[config.mk]
export PLATFORM = sky130hd
export DESIGN_NAME = csa_accumulator
export DESIGN_NICKNAME = d
export VERILOG_FILES = /design/src/rtl/csa_accumulator.sv
export SDC_FILE = /design/constraint.sdc
export NUM_CORES = 1
export LEC_CHECK = 0
export CAP_MARGIN = 10
export CORE_MARGIN = 2
export CORE_UTILIZATION = 48
export DETAILED_ROUTE_END_ITERATION = 6
export GPL_TIMING_DRIVEN = 0
export HOLD_SLACK_MARGIN = 0.15
export PLACE_DENSITY = 0.7
export SLEW_MARGIN = 20
export SYNTH_ARGS = -nofsm -noshare
export SYNTH_HDL_FRONTEND = slang
export SYNTH_SLANG_ARGS = --single-unit
[constraint.sdc]
create_clock -name clk -period 10.45 [get_ports clk]
set_input_delay 2.6125 -clock clk [delete_from_list [all_inputs] [get_ports clk]]
set_output_delay 2.6125 -clock clk [all_outputs]
set_load 0.05 [all_outputs]
[src/rtl/csa_accumulator.sv]
// ----------------------------------------------------------------------------
// csa_accumulator
//
// Sequential carry-save accumulator for the Wallace-tree multiplier datapath.
// It takes one operand per cycle over a valid/ready handshake and folds it
// into a redundant sum/carry pair using one 3:2 full-adder row. Because the
// pair stays in redundant form, no carry ripples while the block accumulates.
// When the operand marked "last" is accepted, the block spends one cycle on a
// single carry-propagate add. It then presents the resolved sum and the
// operand count on a valid/ready output port.
//
// Ports
//   clk        in   1         clock; every register updates on the rising edge
//   rst        in   1         asynchronous, active-high reset
//   in_valid   in   1         operand valid
//   in_ready   out  1         block can accept an operand (state only)
//   in_data    in   IN_WIDTH  operand
//   in_last    in   1         marks the final operand of a sequence
//   out_valid  out  1         result valid
//   out_ready  in   1         consumer accepts the result
//   out_data   out  WIDTH     resolved sum of the sequence, modulo 2^WIDTH
//   out_count  out  CNT_W     operands in the sequence, saturating
// ----------------------------------------------------------------------------
module csa_accumulator #(
    parameter int WIDTH    = 66,
    parameter int IN_WIDTH = 64,
    parameter int SIGNED   = 1,
    parameter int CNT_W    = 8
) (
    input  logic                clk,
    input  logic                rst,
    input  logic                in_valid,
    output logic                in_ready,
    input  logic [IN_WIDTH-1:0] in_data,
    input  logic                in_last,
    output logic                out_valid,
    input  logic                out_ready,
    output logic [WIDTH-1:0]    out_data,
    output logic [CNT_W-1:0]    out_count
);

    typedef enum logic [1:0] {
        ST_ACC     = 2'd0,
        ST_RESOLVE = 2'd1,
        ST_OUT     = 2'd2
    } state_t;

    state_t             state_reg;
    logic [WIDTH-1:0]   sum_reg;
    logic [WIDTH-1:0]   carry_reg;
    logic [CNT_W-1:0]   count_reg;
    logic               in_ready_reg;
    logic               out_valid_reg;
    logic [WIDTH-1:0]   out_data_reg;
    logic [CNT_W-1:0]   out_count_reg;

    logic [WIDTH-1:0]   x_ext;
    logic [WIDTH-1:0]   sum_next;
    logic [WIDTH-1:0]   carry_next;
    logic [WIDTH-1:0]   resolved;
    logic [CNT_W-1:0]   count_next;
    logic               accept;

    // ------------------------------------------------------------------
    // Operand extension to the accumulator width
    // ------------------------------------------------------------------
    generate
        if (WIDTH > IN_WIDTH) begin : g_ext
            logic fill_bit;
            assign fill_bit = (SIGNED != 0) ? in_data[IN_WIDTH-1] : 1'b0;
            assign x_ext    = {{(WIDTH-IN_WIDTH){fill_bit}}, in_data};
        end else begin : g_noext
            assign x_ext = in_data;
        end
    endgenerate

    // ------------------------------------------------------------------
    // 3:2 compressor row. The majority output of bit gi feeds carry bit
    // gi+1. The majority output of the top bit has no destination: that
    // carry is dropped, which is what makes the arithmetic wrap modulo
    // 2^WIDTH.
    // ------------------------------------------------------------------
    assign carry_next[0] = 1'b0;

    generate
        for (genvar gi = 0; gi < WIDTH; gi++) begin : g_fa_row
            assign sum_next[gi] = sum_reg[gi] ^ carry_reg[gi] ^ x_ext[gi];
            if (gi < WIDTH - 1) begin : g_maj
                assign carry_next[gi+1] = (sum_reg[gi] & carry_reg[gi]) |
                                          (sum_reg[gi] & x_ext[gi])     |
                                          (carry_reg[gi] & x_ext[gi]);
            end
        end
    endgenerate

    // The single carry-propagate add, used only in the resolve cycle.
    assign resolved = sum_reg + carry_reg;

    // Saturating operand counter.
    assign count_next = (count_reg == {CNT_W{1'b1}}) ? count_reg
                                                     : count_reg + CNT_W'(1);

    assign accept = in_valid & in_ready_reg;

    // ------------------------------------------------------------------
    // Control FSM together with the datapath registers. in_ready is
    // registered and tracks the state, so it never depends on in_valid.
    // ------------------------------------------------------------------
    always_ff @(posedge clk or posedge rst) begin
        if (rst) begin
            state_reg     <= ST_ACC;
            sum_reg       <= '0;
            carry_reg     <= '0;
            count_reg     <= '0;
            in_ready_reg  <= 1'b1;
            out_valid_reg <= 1'b0;
            out_data_reg  <= '0;
            out_count_reg <= '0;
        end else begin
            case (state_reg)
                ST_ACC: begin
                    if (accept) begin
                        sum_reg   <= sum_next;
                        carry_reg <= carry_next;
                        count_reg <= count_next;
                        if (in_last) begin
                            state_reg    <= ST_RESOLVE;
                            in_ready_reg <= 1'b0;
                        end
                    end
                end
                ST_RESOLVE: begin
                    out_data_reg  <= resolved;
                    out_count_reg <= count_reg;
                    out_valid_reg <= 1'b1;
                    // Clear the redundant pair so the next sequence starts clean.
                    sum_reg       <= '0;
                    carry_reg     <= '0;
                    count_reg     <= '0;
                    state_reg     <= ST_OUT;
                end
                ST_OUT: begin
                    // The result stays put until it is consumed; no retraction.
                    if (out_ready) begin
                        out_valid_reg <= 1'b0;
                        in_ready_reg  <= 1'b1;
                        state_reg     <= ST_ACC;
                    end
                end
                default: begin
                    state_reg     <= ST_ACC;
                    in_ready_reg  <= 1'b1;
                    out_valid_reg <= 1'b0;
                end
            endcase
        end
    end

    assign in_ready  = in_ready_reg;
    assign out_valid = out_valid_reg;
    assign out_data  = out_data_reg;
    assign out_count = out_count_reg;

endmodule

==> impl_metrics.env, run 1 <==
export IMPL_p_leak_uw=0.00718
export IMPL_synthArstFlopShare_pct=100
export IMPL_rsz0062_at_grt="false"
export IMPL_period_share_pct=45.3
export IMPL_end_kind="flip-flop"
export IMPL_nNetsFinal=1603
export IMPL_crit_start="in_valid"
export IMPL_drc=0
export IMPL_grt_use_total_pct=24.5
export IMPL_fmax_mhz=211
export IMPL_drtAntennaViolNets=0
export IMPL_fin_util_pct=58.9
export IMPL_ys_seq_elements=217
export IMPL_min_period_ps=4730
export IMPL_synthFlopType="dfrtp_1"
export IMPL_gp_congestion=0.891
export IMPL_wl_mm=34.3
export IMPL_p_seq_share_pct=28.6
export IMPL_cts_htree_levels=1
export IMPL_sw_frac_of_total_pct=46.8
export IMPL_antenna_cells=0
export IMPL_worst_slew_pin_transition_ps=821
export IMPL_hold_viol=0
export IMPL_syn_mean_instance_area_sq_um=10.5
export IMPL_setup_ws_ps=5720
export IMPL_ir_worst_vdd_uv=235
export IMPL_via_per_inst=5.84
export IMPL_synth_mux_area_share_pct=0.155
export IMPL_wl_per_cell_microns=19.4
export IMPL_grt_start_max_net_pins=102
export IMPL_row_count=60
export IMPL_dieWidth_microns=168
export IMPL_ctsResizeCount=0
export IMPL_synth_simple_gate_area_share_pct=10.2
export IMPL_cts_tree="built"
export IMPL_cap_violations=0
export IMPL_finalNonFillerCells=1763
export IMPL_grt_overflow_total=0
export IMPL_vias=10303
export IMPL_p_per_area_nw_per_um2=348
export IMPL_p_int_uw=2920
export IMPL_outcome="finished clean"
export IMPL_dieHeight_microns=168
export IMPL_port_buffers=144
export IMPL_p_total_uw=5480
export IMPL_initial_core_util_pct=48.4
export IMPL_finClkSkew_ps=11.4
export IMPL_min_path_type="reg -> reg"
export IMPL_ios=145
export IMPL_drt_pass1_iter_count=4
export IMPL_switchingPower_uw=2560
export IMPL_grtUsageMet3_pct=4.28
export IMPL_dieArea_sq_um=28300
export IMPL_antenna_found_initial=0
export IMPL_synth_xor_area_share_pct=3.86
export IMPL_final_setup_viol_count=0
export IMPL_criticalPathCategory="in -> reg"
export IMPL_grt_first_pass_wirelength_mm=55.9
export IMPL_core_area_sq_um=26700
export IMPL_timing_rr_start="sum_reg[15]"
export IMPL_final_area_sq_um=15700
export IMPL_cp_max_fo=10
export IMPL_synth_compound_area_share_pct=24.4
export IMPL_grtUsageMet2_pct=40.0
export IMPL_synth_top_family_by_area="compound AO/OA/AOI/OAI gates"
export IMPL_post_dp_hpwl_mm=25.5
export IMPL_cts_clk_slew_worst_paths_ps=60
export IMPL_cts_root_buf="clkbuf_16"
export IMPL_dpl_instance_area_sq_um=14900
export IMPL_crit_arrival_ps=5200
export IMPL_syn_nets=1430
export IMPL_synth_edf_count=0
export IMPL_ys_warn_count=0
export IMPL_combinationalPowerShare_pct=54.3
export IMPL_synth_cells=1230
export IMPL_crit_path_start_kind="input port"
export IMPL_report_final_slew_viol_count=0
export IMPL_clock_sinks=217
export IMPL_cts_hold_buffers=0
export IMPL_drt_iter0_drc=736
export IMPL_grt_pass1_vias=10547
export IMPL_cts_buffers=25
export IMPL_cts_post_setup_buffers_inserted=0
export IMPL_slew_headroom_pct=45.2
export IMPL_placed_cells=1717
export IMPL_yosysSeqAreaShare_pct=42.0
export IMPL_ys_types=71
export IMPL_clk_latency_ps=530
export IMPL_busiest_layer="met2"
export IMPL_synth_adder_area_share_pct=16.4
export IMPL_grt_use_met1_pct=34.0
export IMPL_clockPowerShare_pct=17.1
export IMPL_synth_area_sq_um=12900
export IMPL_drive_above_1_share_pct=5.70
export IMPL_area_delta_synth_final_pct=21.7
export IMPL_dp_slack_ps=5230
export IMPL_min_from="out_count[3]"
export IMPL_clockBufferDepth=3
export IMPL_required_ps=10920
[synthesized netlist by cell type (4+ instances only)]
library cell | n | area, sq um
nand3_1 | 15 | 75.1
a21o_1 | 42 | 315
nor2_1 | 42 | 158
buf_1 | 5 | 18.8
a41oi_1 | 4 | 35.0
nand2b_1 | 5 | 31.3
a211oi_1 | 7 | 52.6
buf_2 | 5 | 25.0
fa_1 | 65 | 1300
a31o_2 | 4 | 35.0
nor3_1 | 12 | 60.1
o21ai_1 | 14 | 70.1
xor2_1 | 29 | 254
o21bai_1 | 15 | 113
a22o_1 | 129 | 1130
a31oi_1 | 7 | 43.8
o31ai_1 | 5 | 37.5
clkbuf_1 | 65 | 244
o21a_1 | 8 | 60.1
and2_1 | 8 | 50.1
o21ai_0 | 80 | 400
dfrtp_1 | 216 | 5410
nand2_1 | 146 | 548
and3_1 | 5 | 31.3
o21ai_2 | 6 | 52.6
ha_1 | 66 | 826
inv_1 | 20 | 75.1
nor2b_1 | 7 | 43.8
or3_1 | 4 | 25.0
xnor2_1 | 28 | 245
o211ai_1 | 6 | 45.0
a21oi_1 | 83 | 415
nand4_1 | 24 | 150
[power by group through the flow]
stage	registers, uW	logic, uW	clock network (uW)
5_1_grt	1620	3280	983
2_1_floorplan	1900	1730	0
6_report	1570	2980	936
3_3_place_gp	1570	2890	0
4_1_cts	1570	2970	949
3_5_place_dp	1580	2950	0
[through the flow]
stage          hold WS [ps]  setup TNS, ps
3_5_place_dp            466              0
2_1_floorplan           465              0
6_report                481              0
3_3_place_gp            457        -220260
4_1_cts                 481              0
5_1_grt                 506              0
[area by class of cell]
type	count	area, sq um
inverter	20	82.6
clock inverter	14	190
buffer	77	310
tap	341	427
sequential	217	5430
fill	2284	11000
multi-input combinational	916	7130
clock buffer	32	682
timing repair buffer	146	1500
[path summary, 6_finish.rpt]
path	to	slack, ps	depth (start not counted)
worst max-delay path	sum_reg[45]	5720	7
worst min-delay path	out_count[3]	480	2
worst max register to register	out_data[62]	6950	12
worst min register to register	out_count[3]	480	2
max in group asynchronous	sum_reg[21]	6770	4
min in group asynchronous	sum_reg[61]	2500	2
[kinds of logic (layout without fill, tap and decap cells)]
family / Yosys count / in the layout
AOI/OAI and AO/OA: 439 / 439
xor gates and xnor gates: 57 / 57
adders and majority gates: 131 / 131
buffers and inverters: 97 / 289
DFF: 217 / 217
muxes: 2 / 2
and+or+nand+nor: 287 / 287
[worst max-delay path, cell delays in order]
cell and delay, ps:
clkdlybuf4s50_1 440, a21oi_1 190, or2_2 130, clkbuf_1 280
clkbuf_1 670, clkbuf_1 620, a22o_1 260
[placed cells by master (no fill, tap or decap), types with 5 or more instances in the layout]
| master | instances |
|---|---|
| clkbuf_1 | 69 |
| o21a_1 | 8 |
| a21oi_1 | 83 |
| and3_1 | 5 |
| clkbuf_16 | 25 |
| xnor2_1 | 28 |
| o211ai_1 | 6 |
| buf_2 | 5 |
| a211oi_1 | 7 |
| nand2b_1 | 5 |
| clkdlybuf4s50_1 | 144 |
| o31ai_1 | 5 |
| a22o_1 | 129 |
| nor3_1 | 12 |
| o21ai_1 | 14 |
| nand4_1 | 24 |
| inv_1 | 19 |
| nand3_1 | 15 |
| xor2_1 | 29 |
| buf_1 | 5 |
| and2_1 | 8 |
| o21ai_0 | 80 |
| ha_1 | 66 |
| nand2_1 | 146 |
| a31oi_1 | 7 |
| dfrtp_1 | 216 |
| a21o_1 | 42 |
| o21bai_1 | 15 |
| nor2_1 | 42 |
| nor2b_1 | 7 |
| o21ai_2 | 6 |
| fa_1 | 65 |
[metal layers]
layer,vias up,wire length (microns)
met3,55,1830
met4,0,921
met2,275,16000
met5,-,0
li1,4850,-
met1,5123,15500
Note: power is estimated with default switching activity, not from simulation.
==> run 2: changes to the inputs <==
Clock period 10.45 ns to 4.9 ns, I/O delays scaled along.
==> run 2 against run 1 <==
Setup slack worse by 4300 ps. Sequential share of layout area decreased by 0.46 points. Clock skew up 5.2 ps. Register-to-register slack worse by 5600 ps. Global-route usage is 0.38 points higher. Cell count grew 0.45%. Sequential power increased by 110%. Die area unchanged.
==> impl_metrics.env, run 2 (synthesis gave the netlist of run 1 again) <==
export IMPL_outcome="finished clean"
export IMPL_p_per_area_nw_per_um2=747
export IMPL_finalNonFillerCells=1771
export IMPL_grt_first_pass_wirelength_mm=56.6
export IMPL_clock_sinks=217
export IMPL_min_period_ps=3510
export IMPL_rsz0062_at_grt="false"
export IMPL_cts_htree_levels=1
export IMPL_criticalPathCategory="reg -> reg"
export IMPL_period_share_pct=71.6
export IMPL_drc=0
export IMPL_dieArea_sq_um=28300
export IMPL_via_per_inst=5.83
export IMPL_dieWidth_microns=168
export IMPL_nNetsFinal=1610
export IMPL_layout_common_cells="216 x dfrtp_1, 146 x nand2_1, 144 x clkdlybuf4s50_1, 129 x a22o_1, 83 x a21oi_1"
export IMPL_min_path_type="reg -> reg"
export IMPL_final_setup_viol_count=0
export IMPL_hold_viol=0
export IMPL_wl_per_cell_microns=19.4
export IMPL_dieHeight_microns=168
export IMPL_cts_clk_slew_worst_paths_ps=60
export IMPL_reg2reg_setup_slack_ps=1390
export IMPL_finClkSkew_ps=16.5
export IMPL_setup_ws_ps=1390
export IMPL_cap_violations=0
export IMPL_drt_pass1_iter_count=7
export IMPL_area_delta_synth_final_pct=23.3
export IMPL_p_leak_uw=0.00728
export IMPL_placed_cells=1722
export IMPL_post_dp_hpwl_mm=26.0
export IMPL_grt_overflow_total=0
export IMPL_antenna_cells=0
export IMPL_nFillCells=2266
export IMPL_crit_path_start_kind="flip-flop"
export IMPL_ctsResizeCount=0
export IMPL_worst_slew_pin_transition_ps=852
export IMPL_ir_worst_vdd_uv=399
export IMPL_gp_congestion=0.896
export IMPL_timing_rr_start="sum_reg[11]"
export IMPL_vias=10326
export IMPL_crit_path_end="out_data[62]"
export IMPL_clk_latency_ps=540
export IMPL_cts_post_setup_buffers_inserted=0
export IMPL_fin_util_pct=59.7
export IMPL_grt_use_total_pct=24.9
export IMPL_cp_max_fo=6
export IMPL_ff2ff_path_depth=11
export IMPL_initial_core_util_pct=48.4
export IMPL_port_buffers=144
export IMPL_report_final_slew_viol_count=0
export IMPL_required_ps=5300
export IMPL_timing_hold_ws_ps=473
export IMPL_grt_pass1_vias=10589
export IMPL_core_area_sq_um=26700
export IMPL_slew_headroom_pct=43.2
export IMPL_multi_input_area_sq_um=7130
export IMPL_ios=145
export IMPL_grt_start_max_net_pins=35
export IMPL_antenna_found_initial=1
export IMPL_r2r_end="out_data[62]"
export IMPL_clockBufferDepth=3
export IMPL_cts_tree="built"
export IMPL_dp_slack_ps=1010
export IMPL_cts_hold_buffers=0
export IMPL_drt_iter0_drc=834
export IMPL_layout_commonest_cell="dfrtp_1"
export IMPL_cts_buffers=27
export IMPL_wl_mm=34.3
export IMPL_cts_root_buf="clkbuf_16"
export IMPL_drive_above_1_share_pct=6.43
export IMPL_drtAntennaViolNets=0
export IMPL_regArea_sq_um=5430
export IMPL_fmax_mhz=285
export IMPL_row_count=60
export IMPL_crit_arrival_ps=3910
export IMPL_crit_start="sum_reg[11]"
export IMPL_end_kind="flip-flop"
[run 2: cell types whose count changed in the layout (fill, tap and decap cells not counted), sizes merged]
cell / change
bufinv: +2
clkbuf: +2
inv: -1
clkinvlp: +2
clkinv: -2
buf: +5
[run 2: layout make-up]
type | count | share of cell area [%]
Timing Repair Buffer | 151 | 9.91
Clock buffer | 34 | 4.77
Tap cell | 341 | 2.67
Clock inverter | 15 | 1.53
Inverter | 20 | 0.494
Sequential cell | 217 | 34.0
Multi-Input combinational cell | 916 | 44.7
Buffer | 77 | 1.94
[run 2: worst min path at each step]
stage,from,end,slack (ps),depth (start not counted)
2_1_floorplan,sum_reg[0],out_data[0],470,2
3_3_place_gp,out_data[6],out_data[6],460,2
3_5_place_dp,out_data[6],out_data[6],470,2
4_1_cts,out_data[6],out_data[6],480,2
5_1_grt,out_data[19],out_data[19],510,2
6_report,out_data[6],out_data[6],470,2
[run 2: worst max-delay path, cell delays in order (launching register included)]
cell	delay (ps)
dfrtp_1	410
ha_1	390
a21oi_1	260
nor2_1	70
or3_1	390
o31ai_2	540
o22ai_2	190
o21ai_2	370
o31ai_4	150
a41oi_1	280
xor2_1	220
o21ai_1	80
[run 2: metrics by stage]
| step | total power, uW | instance area [sq um] | TNS, ps |
|---|---|---|---|
| floorplan | 7740 | 12900 | 0 |
| global placement | 9500 | 14800 | -190510 |
| detailed placement | 9650 | 15000 | 0 |
| CTS | 11900 | 16000 | 0 |
| global route | 12800 | 16000 | 0 |
| finish | 11900 | 16000 | 0 |
[run 2: where the power goes]
part	switching, uW	internal [uW]
registers	773	2580
clock network	815	1420
logic	3890	2450
[run 2: per-layer routing]
layer  track usage (%)  wire length (microns)  up-vias  share of wire [%]
li1                  -                      -     4856                  -
met1              34.4                  15100     5096                 44
met2              40.4                  16000      304                 46
met3              3.93                   2130       68                6.2
met4              8.25                   1110        2                3.2
met5                 0                     16        -              0.047
